[config.mk]
export PLATFORM = sky130hd
export DESIGN_NAME = inst_loop_ctrl
export DESIGN_NICKNAME = d
export VERILOG_FILES = /design/src/rtl/inst_loop_ctrl_pkg.sv /design/src/rtl/inst_loop_ctrl_level_cnt.sv /design/src/rtl/inst_loop_ctrl.sv
export SDC_FILE = /design/constraint.sdc
export NUM_CORES = 1
export LEC_CHECK = 0
export CAP_MARGIN = 20
export CORE_MARGIN = 2
export CORE_UTILIZATION = 55
export CTS_BUF_LIST = sky130_fd_sc_hd__clkbuf_16
export DETAILED_ROUTE_END_ITERATION = 8
export GPL_TIMING_DRIVEN = 0
export PLACE_DENSITY_LB_ADDON = 0.15
export RECOVER_POWER = 100
export SYNTH_ARGS = -nofsm -noshare
export SYNTH_HDL_FRONTEND = slang
export SYNTH_SLANG_ARGS = --single-unit
[constraint.sdc]
create_clock -name clk_i -period 10.2 [get_ports clk_i]
set_clock_uncertainty 0.2 [all_clocks]
set_input_delay 1.02 -clock clk_i [delete_from_list [all_inputs] [get_ports clk_i]]
set_output_delay 1.02 -clock clk_i [all_outputs]
set_load 0.02 [all_outputs]
[src/rtl/inst_loop_ctrl_pkg.sv]
// Shared types for the HDC instruction sequencer: loop modes, FSM states and
// the decode of the outermost active loop level.
package inst_loop_ctrl_pkg;

    localparam int unsigned NumLoops = 3;

    typedef enum logic [1:0] {
        LOOP_SINGLE = 2'd0,
        LOOP_DOUBLE = 2'd1,
        LOOP_TRIPLE = 2'd2
    } loop_mode_e;

    typedef enum logic [1:0] {
        ST_IDLE = 2'd0,
        ST_RUN  = 2'd1,
        ST_DONE = 2'd2
    } state_e;

    // Reserved mode 3 falls back to a single loop.
    function automatic int unsigned outer_level(input logic [1:0] mode);
        case (mode)
            LOOP_DOUBLE: return 1;
            LOOP_TRIPLE: return 2;
            default:     return 0;
        endcase
    endfunction

endpackage

[src/rtl/inst_loop_ctrl_level_cnt.sv]
// One hardware-loop level: iteration counter plus end-address match and
// exhaustion flags (a programmed count of 0 behaves as 1).
module loop_level_cnt #(
    parameter int unsigned InstAddrWidth = 8,
    parameter int unsigned LoopCntWidth  = 8
) (
    input  logic                     clk_i,
    input  logic                     rst_ni,
    input  logic                     clr_i,
    input  logic                     inc_i,
    input  logic [InstAddrWidth-1:0] pc_i,
    input  logic [InstAddrWidth-1:0] end_addr_i,
    input  logic [LoopCntWidth-1:0]  count_i,
    output logic                     match_o,
    output logic                     exhausted_o
);

    logic [LoopCntWidth-1:0] iter_q;
    logic [LoopCntWidth-1:0] last_iter;

    always_comb begin
        last_iter   = (count_i == '0) ? '0 : count_i - 1'b1;
        match_o     = (pc_i == end_addr_i);
        exhausted_o = (iter_q >= last_iter);
    end

    always_ff @(posedge clk_i) begin
        if (!rst_ni || clr_i) begin
            iter_q <= '0;
        end else if (inc_i) begin
            iter_q <= iter_q + 1'b1;
        end
    end

endmodule

[src/rtl/inst_loop_ctrl.sv]
// HDC instruction sequencer: PC generation with up to three nested hardware
// loops. Define INST_LOOP_STATUS_EN to add the retired_cnt_o handshake counter.
module inst_loop_ctrl
    import inst_loop_ctrl_pkg::*;
#(
    parameter int unsigned InstAddrWidth = 8,
    parameter int unsigned LoopCntWidth  = 8
) (
    input  logic                               clk_i,
    input  logic                               rst_ni,
    input  logic                               start_i,
    input  logic                               clr_i,
    input  logic [1:0]                         loop_mode_i,
    input  logic [2:0][InstAddrWidth-1:0]      loop_jump_addr_i,
    input  logic [2:0][InstAddrWidth-1:0]      loop_end_addr_i,
    input  logic [2:0][LoopCntWidth-1:0]       loop_count_i,
    output logic [InstAddrWidth-1:0]           pc_o,
    output logic                               inst_valid_o,
    input  logic                               inst_ready_i,
    output logic                               busy_o,
    output logic                               done_o
`ifdef INST_LOOP_STATUS_EN
    ,
    output logic [31:0]                        retired_cnt_o
`endif
);

    state_e                           state_q;
    logic [InstAddrWidth-1:0]         pc_q;
    logic [1:0]                       mode_q;
    logic [2:0][InstAddrWidth-1:0]    jump_q;
    logic [2:0][InstAddrWidth-1:0]    end_q;
    logic [2:0][LoopCntWidth-1:0]     count_q;

    logic                             start_go;
    logic                             handshake;
    logic                             reach;
    logic                             jump_taken;
    logic                             prog_end;
    logic [InstAddrWidth-1:0]         jump_pc;
    int unsigned                      outer;
    logic [NumLoops-1:0]              lvl_match;
    logic [NumLoops-1:0]              lvl_exh;
    logic [NumLoops-1:0]              lvl_inc;
    logic [NumLoops-1:0]              lvl_clr;

    for (genvar k = 0; k < NumLoops; k++) begin : g_level
        loop_level_cnt #(
            .InstAddrWidth(InstAddrWidth),
            .LoopCntWidth (LoopCntWidth)
        ) u_level (
            .clk_i      (clk_i),
            .rst_ni     (rst_ni),
            .clr_i      (lvl_clr[k]),
            .inc_i      (lvl_inc[k]),
            .pc_i       (pc_q),
            .end_addr_i (end_q[k]),
            .count_i    (count_q[k]),
            .match_o    (lvl_match[k]),
            .exhausted_o(lvl_exh[k])
        );
    end

    // Priority scan, innermost first: the first non-exhausted matching level
    // jumps; exhausted matching levels below it re-arm on the way.
    always_comb begin
        start_go   = (state_q == ST_IDLE) && start_i;
        handshake  = (state_q == ST_RUN) && inst_ready_i;
        outer      = outer_level(mode_q);
        reach      = 1'b1;
        jump_taken = 1'b0;
        jump_pc    = '0;
        lvl_inc    = '0;
        lvl_clr    = '0;
        for (int unsigned k = 0; k < NumLoops; k++) begin
            if (handshake && reach && (k <= outer) && lvl_match[k]) begin
                if (!lvl_exh[k]) begin
                    lvl_inc[k] = 1'b1;
                    jump_taken = 1'b1;
                    jump_pc    = jump_q[k];
                    reach      = 1'b0;
                end else begin
                    lvl_clr[k] = 1'b1;
                end
            end
        end
        for (int unsigned k = 0; k < NumLoops; k++) begin
            for (int unsigned j = k + 1; j < NumLoops; j++) begin
                if (lvl_inc[j]) lvl_clr[k] = 1'b1;
            end
            if (clr_i || start_go) lvl_clr[k] = 1'b1;
        end
        prog_end = handshake && !jump_taken && lvl_match[outer];
    end

    always_ff @(posedge clk_i) begin
        if (!rst_ni || clr_i) begin
            state_q <= ST_IDLE;
            pc_q    <= '0;
            mode_q  <= '0;
            jump_q  <= '0;
            end_q   <= '0;
            count_q <= '0;
        end else begin
            case (state_q)
                ST_IDLE: begin
                    if (start_i) begin
                        state_q <= ST_RUN;
                        pc_q    <= '0;
                        mode_q  <= loop_mode_i;
                        jump_q  <= loop_jump_addr_i;
                        end_q   <= loop_end_addr_i;
                        count_q <= loop_count_i;
                    end
                end
                ST_RUN: begin
                    if (prog_end) begin
                        state_q <= ST_DONE;
                    end else if (handshake) begin
                        pc_q <= jump_taken ? jump_pc : pc_q + 1'b1;
                    end
                end
                ST_DONE: state_q <= ST_IDLE;
                default: state_q <= ST_IDLE;
            endcase
        end
    end

    always_comb begin
        pc_o         = pc_q;
        inst_valid_o = (state_q == ST_RUN);
        busy_o       = (state_q == ST_RUN);
        done_o       = (state_q == ST_DONE);
    end

`ifdef INST_LOOP_STATUS_EN
    logic [31:0] retired_q;

    always_ff @(posedge clk_i) begin
        if (!rst_ni || clr_i || start_go) begin
            retired_q <= '0;
        end else if (handshake && (retired_q != '1)) begin
            retired_q <= retired_q + 1'b1;
        end
    end

    assign retired_cnt_o = retired_q;
`endif

endmodule

==> metrics.txt, run 1 <==
total CTS buffers 9; Area Growth Syn to Fin 21.9%; grt met3 use 4.24%; CP Buf/Inv Count 1; Min-Delay Endpoint jump_q[2]; Initial Utilization between 50% and 60%; worst-path cell chain inv_1, ha_1, nor2b_1, nand3b_1, or3_1, and2_0, ha_1, nand2b_1, a211oi_1, o221ai_1, a2111oi_0, nor3_1, a31oi_1, o21ai_0, a211oi_1; DR pass1 iterations 4; number of synthesized flops with an enable pin 0; Global Route met1 Usage 35.8%; hold path start jump_q[2]; hold path depth 2; global-route wire length before repair 25400 um; placed insts 967; H-tree Lvls 3; max-cap check violation count 1; CP max stage delay 1.24 ns; worst-case clock buffer depth 2; Total GRT Usage 27.7%; commonest register cell after synthesis dfxtp_1; crit start category flip-flop; CTS tree yes; cts hold-fix bufs 0; Root Driver clkbuf_16; # setup viols final 0; Critical-path top delay cell a2111oi_0; antenna violations before repair 0; Setup Buffers After CTS 0; Post-synth ARST share 0%; vias in the first global route about 5500; I/O pins 90; Die Height around 110 um; post-synthesis cell type count between 60 and 70; CTS clk-pin slew, worst paths 0.07 ns; design area 7160 um2; clock sink total 108; vias 5456; worst r2r src count_q[8]; Max Fclk 168 MHz; Post-DRT Antenna Nets 0; Setup crit end kind flip-flop; Core Rows 37; Final Slew Violations 0; DRT iter0 DRCs 381; Non-Filler Instances 983; area leader, netlist dfxtp_1; reg-to-reg slack, setup between 4 and 5 ns; Critical Path AT between 6 and 7 ns; CP max FO 10; worst hold path class flip-flop to flip-flop; vias per cell 5.55; CP Class flip-flop to flip-flop; Worst EP required 10.25 ns; dpl hpwl 11600 um; die width 107 um; Final Hold Vio Count 0; GRT Max-Usage Layer met2; Cells after Synth 742; unrepaired setup endpoints after global routing no; part of the Yosys area used for sequential elements a little under two fifths; Slew Limit Headroom less than 1%; Pleak 2.83 nW; Nets 954; period utilization about three fifths; die area approximately 12000 um2; layout cells sized above 1 5.43%; largest net degree at the start of global routing 17; worst skew pair latency 0.35 ns; GP Congestion 0.902; min Tclk post-route between 5 and 6 ns; violated checks capacitance limit; syn nets 854; Yosys warnings 0; Total Power 0.935 mW; Worst VDD drop around 0.084 mV; crit-path leading delay family compound AO/OA/AOI/OAI gates; DRC 0; placed instance area 6940 um2; Power per Cell Area 130 nW/um2; CTS-repair resized insts 0; Core Box Area 10400 um2; post-synth design cell area 5880 um2; Diodes inserted 0; R2R depth 15; Syn Area/Cell slightly below 8 um2; Worst-Margin Slew 1.46 ns; DR WL/cell 15.6 um; top cell type's share of synthesized area approximately 37%; grt total ovfl 0; Yosys reg bits 108; status finished with violations; Fin Setup TNS 0 ns; reg-to-reg endpoint pc_o[5]; ranking of synthesized cells by area dfxtp_1 (37%), nand2_1 (12%), a21oi_1 (7.5%), ha_1 (7.0%), xor2_1 (5.1%); Total Wirelength 15300 um; GR Layer Usage met2 between 40% and 50%; I/O Buffers between 80 and 90
[layout make-up]
class | count | area, um2
buffer | 39 | 185
clock buffer | 9 | 225
clock inverter | 7 | 58.8
fill | 895 | 3210
inverter | 22 | 82.6
multi-input combinational | 573 | 3390
sequential | 108 | 2160
tap | 136 | 170
timing repair buffer | 89 | 891
[synth_stat cells, types with 2 or more instances]
cell,n
nand2_1,185
dfxtp_1,108
a21oi_1,88
nor2_1,40
xor2_1,34
ha_1,33
clkbuf_1,23
inv_1,22
nand3_1,19
o21ai_0,16
xnor2_1,15
nor3_1,12
nand2b_1,11
nand4_1,10
or3_1,10
and2_1,9
buf_2,7
nor2b_1,7
o211ai_1,7
and3_1,6
a211oi_1,4
o221a_2,4
a21o_1,3
a31oi_1,3
and4_1,3
buf_1,3
buf_4,3
buf_6,3
nand3b_1,3
nor3b_1,3
nor4_1,3
nor4_2,3
o221ai_1,3
xor2_2,3
a221oi_1,2
mux2_2,2
mux2i_1,2
nand2_2,2
nor4_4,2
o2111ai_1,2
o21ai_1,2
[worst min-delay path, cell delays in order (launching register included)]
cell	delay, ns
dfxtp_1	0.31
nand2_1	0.05
a21oi_1	0.05
[per-stage QoR]
step	util (%)	worst slack [ns]	hold WS [ns]
2_1_floorplan	-	6.13	0.231
3_3_place_gp	66.9	5.64	0.238
3_5_place_dp	66.9	5.52	0.247
4_1_cts	69.7	5.50	0.256
5_1_grt	69.1	3.75	0.280
6_report	69.1	4.24	0.254
[routing by layer]
layer	vias up	part of all wire (%)
met5	-	0
met4	0	1.3
met3	15	4.5
met2	149	48
met1	2556	46
li1	2736	-
[cells in the final DEF, fill, tap and decap left out, types with 3 or more instances in the layout]
cell type,count
nand2_1,185
dfxtp_1,108
a21oi_1,88
clkdlybuf4s50_1,77
nor2_1,40
xor2_1,34
ha_1,33
clkbuf_1,27
inv_1,23
nand3_1,20
o21ai_0,17
xnor2_1,15
nor3_1,13
dlygate4sd3_1,12
nand2b_1,11
or3_1,10
nand4_1,10
clkbuf_16,9
nor2b_1,7
buf_2,7
o211ai_1,7
and2_1,6
and3_1,6
nor4_1,4
a211oi_1,4
a31oi_1,4
o221a_2,4
nand3b_1,3
nor3b_1,3
and2_0,3
o221ai_1,3
buf_6,3
xor2_2,3
a21o_1,3
and4_1,3
[registers in the layout, indices dropped and copies added (netlist names)]
signal	flops
count_q	24
end_q	24
g_level.u_level.iter_q	24
jump_q	24
mode_q	2
pc_o	8
state_q	2
[logic make-up (layout without fill, tap and decap cells)]
family	after synthesis	count (layout)	synth area share [%]
AOI/OAI and AO/OA	148	148	15.7
xor gates and xnor gates	52	52	8.13
adders and majority gates	33	33	7.02
buffers and inverters	61	166	4.62
DFF	108	108	36.8
muxes	4	4	0.724
and+or+nand+nor	336	336	27.1
[power by group]
| group | internal [mW] | switching, mW |
|---|---|---|
| Sequential | 0.431 | 0.00780 |
| Combinational | 0.0696 | 0.0808 |
| Clock | 0.187 | 0.158 |
[worst max-delay path by stage]
stage	from	end	slack, ns	cells after the start
global placement	count_q[16]	g_level[1].u_level.iter_q[4]	5.64	16
detailed placement	count_q[16]	g_level[1].u_level.iter_q[5]	5.52	16
CTS	count_q[16]	g_level[1].u_level.iter_q[5]	5.50	16
global route	count_q[9]	pc_o[5]	3.75	15
floorplan	count_q[16]	g_level[1].u_level.iter_q[2]	6.13	16
finish	count_q[8]	pc_o[5]	4.24	15
Power figures use the tool's default switching activity.
==> run 2, diff against run 1 <==
Settings changed: CORE_UTILIZATION 55 to 49.
Clock period 10.2 ns to 4.9 ns, I/O delays scaled along.
==> run 2 against run 1 <==
Critical path depth unchanged. Sequential power increased by 110%. Count of clock-buffer cells in the layout unchanged. Highest routed layer unchanged. First-iteration DRC count fell by 1.3%. Power up 120%. Cell count is 1.1% higher. The run now ends clean. Register-to-register slack worse by 3.9 ns. Maximum frequency increased by 30%. Sequential share of layout area decreased by 0.43 points.
==> metrics.txt, run 2 (synthesis gave the netlist of run 1 again) <==
H-tree Lvls 3 (unchanged); Die Height 114 um (was 107 um); status completed (was finished with violations); Critical Path AT 4.61 ns (was 6.02 ns); die width 114 um (was 107 um); CTS tree yes (unchanged); Worst VDD drop 0.256 mV (was 0.0843 mV); Gate power share 15.8% (was 16.1%); Fin Setup TNS 0 ns (unchanged); area of the multi-input gates 3430 um2 (was 3390 um2); worst r2r src count_q[8] (unchanged); Nets 954 (unchanged); placed instance area 6950 um2 (was 6940 um2); register area 2160 um2 (unchanged); CTS clk-pin slew, worst paths 0.07 ns (about the same); Worst-Margin Slew 0.667 ns (was 1.46 ns); dpl hpwl 11700 um (was 11600 um); global-route wire length before repair 24700 um (was 25400 um); internal power 1.50 mW (was 0.688 mW); Diodes inserted 0 (unchanged); Post-DRT Antenna Nets 0 (unchanged); Util after Layout 61.3% (was 69.1%); max-cap check violation count 0 (was 1); DR WL/cell 15.3 um (was 15.6 um); Critical path origin count_q[8] (unchanged); worst skew pair latency 0.36 ns (was 0.35 ns); antenna violations before repair 0 (unchanged); DP Worst Slack 0.248 ns (was 5.52 ns); I/O pins 90 (unchanged); Sw Ratio 26.0% (was 26.4%); layout cells sized above 1 6.14% (was 5.43%); final worst slack 0.320 ns (was 4.24 ns); hold path start jump_q[1] (was jump_q[2]); most common cell after layout, fill and taps aside nand2_1 (unchanged); total CTS buffers 9 (unchanged); Max Fclk 218 MHz (was 168 MHz); Worst EP required 4.93 ns (was 10.25 ns); Power per Cell Area 278 nW/um2 (was 130 nW/um2); # setup viols final 0 (unchanged); Pleak 2.85 nW (was 2.83 nW); min Tclk post-route 4.58 ns (was 5.96 ns); Core Rows 40 (was 37); Final Hold Vio Count 0 (unchanged); clock sink total 108 (unchanged); unrepaired setup endpoints after global routing no (unchanged); CP max stage delay 0.58 ns (was 1.24 ns); Root Driver clkbuf_16 (unchanged); period utilization 93.5% (was 58.5%); vias in the first global route 5265 (was 5510); largest net degree at the start of global routing 19 (was 17); worst hold path class flip-flop to flip-flop (unchanged); Slew Limit Headroom 55.5% (was 0.246%); cts hold-fix bufs 0 (unchanged); Total Power 2.02 mW (was 0.935 mW); vias 5416 (was 5456); CTS-repair resized insts 0 (unchanged); worst-path cell chain inv_1, ha_1, nor2b_1, nand3b_1, or3_1, and2_0, ha_1, nand2b_1, a211oi_1, o221ai_1, a2111oi_4, nor3_4, a31oi_2, nand2b_1, o21ai_0 (was inv_1, ha_1, nor2b_1, nand3b_1, or3_1, and2_0, ha_1, nand2b_1, a211oi_1, o221ai_1, a2111oi_0, nor3_1, a31oi_1, o21ai_0, a211oi_1); DRT iter0 DRCs 376 (was 381); filler instances 1098 (was 895); NetSw 0.525 mW (was 0.247 mW); Critical-path top delay cell a2111oi_4 (was a2111oi_0); worst-case clock buffer depth 2 (unchanged); Reg power frac 45.2% (was 47.0%); GP Congestion 0.922 (was 0.902); Setup crit end kind flip-flop (unchanged); DR pass1 iterations 7 (was 4); CP Class flip-flop to flip-flop (unchanged); Area Growth Syn to Fin 23.6% (was 21.9%); reg-to-reg slack, setup 0.32 ns (was 4.24 ns); commonest cells after routing, fill and taps aside nand2_1 (185), dfxtp_1 (108), a21oi_1 (88), clkdlybuf4s50_1 (77), nor2_1 (40) (unchanged); Setup Buffers After CTS 0 (unchanged); Core Box Area 11900 um2 (was 10400 um2); I/O Buffers 89 (unchanged); crit start category flip-flop (unchanged); die area 12900 um2 (was 11500 um2); Total GRT Usage 24.0% (was 27.7%); clock network fraction of design power 39.0% (was 37.0%); DRC 0 (unchanged); Initial Utilization 49.6% (was 56.7%); design area 7270 um2 (was 7160 um2); grt total ovfl 0 (unchanged); CP max FO 10 (unchanged); Total Wirelength 15200 um (was 15300 um); vias per cell 5.45 (was 5.55); Final Slew Violations 0 (unchanged)
## run 2: path summary, 6_finish.rpt
check	to	depth (start not counted)
min	jump_q[1]	2
max	pc_o[6]	15
max reg2reg	pc_o[6]	15
min reg2reg	jump_q[1]	2
## run 2: layout make-up
cell class	count	area share (%)
Clock inverter	7	1.39
Inverter	22	1.14
Sequential cell	108	29.8
Buffer	39	2.60
Timing Repair Buffer	89	12.3
Multi-Input combinational cell	573	47.2
Tap cell	147	2.53
Clock buffer	9	3.10
## run 2: power groups by stage
stage	registers, mW	logic (mW)	clock network [mW]
after CTS	0.913	0.318	0.803
after detailed placement	0.934	0.316	0
after global placement	0.933	0.305	0
after global routing	0.916	0.355	0.833
after floorplan	0.929	0.194	0
final	0.914	0.318	0.789
## run 2: through the flow
| stage | hold WS, ns | instances |
|---|---|---|
| 6_report | 0.253 | 994 |
| 5_1_grt | 0.281 | 994 |
| 4_1_cts | 0.253 | 994 |
| 3_5_place_dp | 0.243 | 978 |
| 3_3_place_gp | 0.244 | 978 |
| 2_1_floorplan | 0.231 | 742 |
## run 2: per-layer routing
layer  part of all wire, %  GRT usage, %
met3                   4.5          5.15
met2                    49          41.2
met5                     0             0
met4                   2.3          7.64
met1                    44          30.3
## run 2: critical path: cells and delay by family, from the launching register on
kind | cells | cell delay (ns)
buffers and inverters | 1 | 0.08
DFF | 1 | 0.33
and+or+nand+nor | 7 | 1.64
adders and majority gates | 2 | 0.44
AOI/OAI and AO/OA | 5 | 1.74
==> run 3, diff against run 2 <==
Settings changed: CAP_MARGIN 20 to 15, CORE_MARGIN 2 to 1.
==> run 3 against run 2 <==
The run now ends with DRC left. Die area down 3.5%. Global-route usage rose by 1.8 points. Sequential power barely moved. Non-clock buffer count did not move. First-iteration DRC count is 15% lower. Cell count fell by 0.40%. Utilization is 1.5 points higher. Cell area about the same. Count of clock-buffer cells in the layout is the same. Critical endpoint is now g_level[1].u_level.iter_q[7]. Largest cell class unchanged.
==> metrics.txt, run 3 (synthesis gave the netlist of run 1 again) <==
worst-path cell chain inv_1, ha_1, nand2_1, or3_1, or3_1, and2_0, ha_1, nand2b_1, a211o_1, a221oi_2, o2111ai_1, or3_1, buf_4, and3_1, o21ai_1, nor2_1 (was inv_1, ha_1, nor2b_1, nand3b_1, or3_1, and2_0, ha_1, nand2b_1, a211oi_1, o221ai_1, a2111oi_4, nor3_4, a31oi_2, nand2b_1, o21ai_0); routed length on met3 721 um (was 688 um); clock sink total 108 (unchanged); Area Growth Syn to Fin 23.5% (was 23.6%); Final Hold Vio Count 0 (unchanged); Min Hold Slack 0.257 ns (was 0.253 ns); Max Fclk 223 MHz (was 218 MHz); Final Slew Violations 0 (unchanged); placed insts 974 (was 978); antenna violations before repair 0 (unchanged); met2 routed WL 7410 um (unchanged); grt total ovfl 0 (unchanged); H-tree Lvls 3 (unchanged); total CTS buffers 9 (unchanged); most common cell after layout, fill and taps aside nand2_1 (unchanged); GP Congestion 0.875 (was 0.922); DRT iter0 DRCs 319 (was 376); vias per cell 5.45 (about the same); # setup viols final 0 (unchanged); I/O Buffers 89 (unchanged); Worst VDD drop 0.196 mV (was 0.256 mV); max-cap check violation count 0 (unchanged); reg-to-reg slack, setup 0.41 ns (was 0.32 ns); die width 112 um (was 114 um); violated checks DRC; min Tclk post-route 4.49 ns (was 4.58 ns); Critical-path top delay cell or3_1 (was a2111oi_4); Core Box Area 11600 um2 (was 11900 um2); unrepaired setup endpoints after global routing no (unchanged); I/O pins 90 (unchanged); Slew Limit Headroom 56.7% (was 55.5%); CP Class flip-flop to flip-flop (unchanged); CP Buf/Inv Count 2 (was 1); Root Driver clkbuf_16 (unchanged); vias in the first global route 5471 (was 5265); DR pass1 iterations 8 (was 7); DRC 6 (was 0); period utilization 91.7% (was 93.5%); layout cells sized above 1 6.38% (was 6.14%); crit-path leading delay family simple AND/OR/NAND/NOR gates (was compound AO/OA/AOI/OAI gates); status finished with violations (was completed); top layer reached by signal wires met4 (unchanged); Initial Utilization 50.8% (was 49.6%); CP max FO 10 (unchanged); Setup Buffers After CTS 0 (unchanged); die area 12400 um2 (was 12900 um2); Critical Path AT 4.52 ns (was 4.61 ns); worst hold path class flip-flop to flip-flop (unchanged); Non-Filler Instances 990 (was 994); Nets 954 (unchanged); Pleak 2.85 nW (about the same); Power per Cell Area 278 nW/um2 (about the same); wire length on met1 6770 um (was 6740 um); Total Wirelength 15200 um (about the same); Worst-Margin Slew 0.650 ns (was 0.667 ns); crit start category flip-flop (unchanged); Diodes inserted 0 (unchanged); Die Height 112 um (was 114 um); CTS clk-pin slew, worst paths 0.07 ns (about the same); Fin Setup TNS 0 ns (unchanged); CTS tree yes (unchanged); worst-case clock buffer depth 2 (unchanged); commonest cells after routing, fill and taps aside nand2_1 (185), dfxtp_1 (108), a21oi_1 (88), clkdlybuf4s50_1 (77), nor2_1 (40) (unchanged); most frequent CP cell or3_1; Total GRT Usage 25.8% (was 24.0%); vias 5392 (was 5416); Setup crit end kind flip-flop (unchanged); Post-DRT Antenna Nets 0 (unchanged); dpl hpwl 11700 um (about the same); Worst EP required 4.92 ns (was 4.93 ns); DR WL/cell 15.4 um (was 15.3 um); largest net degree at the start of global routing 18 (was 19); Core Rows 39 (was 40); worst skew pair latency 0.36 ns (about the same); global-route wire length before repair 25500 um (was 24700 um); CP max stage delay 0.41 ns (was 0.58 ns)
==> run 3: cell count changes in the layout (fill, tap and decap cells not counted), sizes merged <==
cell | before | now
inv | 23 | 22
clkinvlp | 0 | 1
==> run 3: per-layer routing <==
layer	up-vias	global-route usage (%)
li1	2740	-
met1	2497	31.7
met2	132	45.1
met3	23	3.59
met4	0	11.0
met5	-	0
==> run 3: stage by stage <==
| stage | area [um2] | worst slack [ns] | utilization [%] | power, mW |
|---|---|---|---|---|
| after detailed placement | 6950 | 0.242 | 60.1 | 1.25 |
| after floorplan | 5880 | 0.826 | - | 1.12 |
| after CTS | 7270 | 0.247 | 62.8 | 2.03 |
| after global placement | 6950 | 0.362 | 60.1 | 1.24 |
| after global routing | 7260 | 0.0802 | 62.8 | 2.10 |
| final | 7260 | 0.409 | 62.8 | 2.02 |
==> run 3: worst paths after layout <==
check	start	endpoint	cells past startpoint
worst min-delay path	jump_q[3]	jump_q[3]	2
worst max-delay path	count_q[16]	g_level[1].u_level.iter_q[7]	16
worst min register to register	jump_q[3]	jump_q[3]	2
worst max register to register	count_q[16]	g_level[1].u_level.iter_q[7]	16
==> run 3: power breakdown <==
part	total, mW	switching (mW)	internal (mW)
combinational	0.319	0.171	0.147
sequential	0.914	0.0168	0.897
clock	0.784	0.338	0.446
==> run 3: what timing repair did <==
action	in CTS	in global routing
endpoints found under the hold margin	0	0
hold buffers	0	0
gates resized for setup	0	1
setup endpoints to repair	0	8
==> run 3: worst min-delay path, delay by kind of cell (launching register included) <==
family	cells	cell delay [ns]
compound gates	1	0.05
flops	1	0.31
simple gates	1	0.05
==> run 3: cell type report <==
class	instances	area (um2)
Clock inverter	7	91.3
Clock buffer	9	225
Inverter	22	82.6
Fill cell	1025	4300
Buffer	39	189
Timing Repair Buffer	89	891
Tap cell	143	179
Sequential cell	108	2160
Multi-Input combinational cell	573	3440
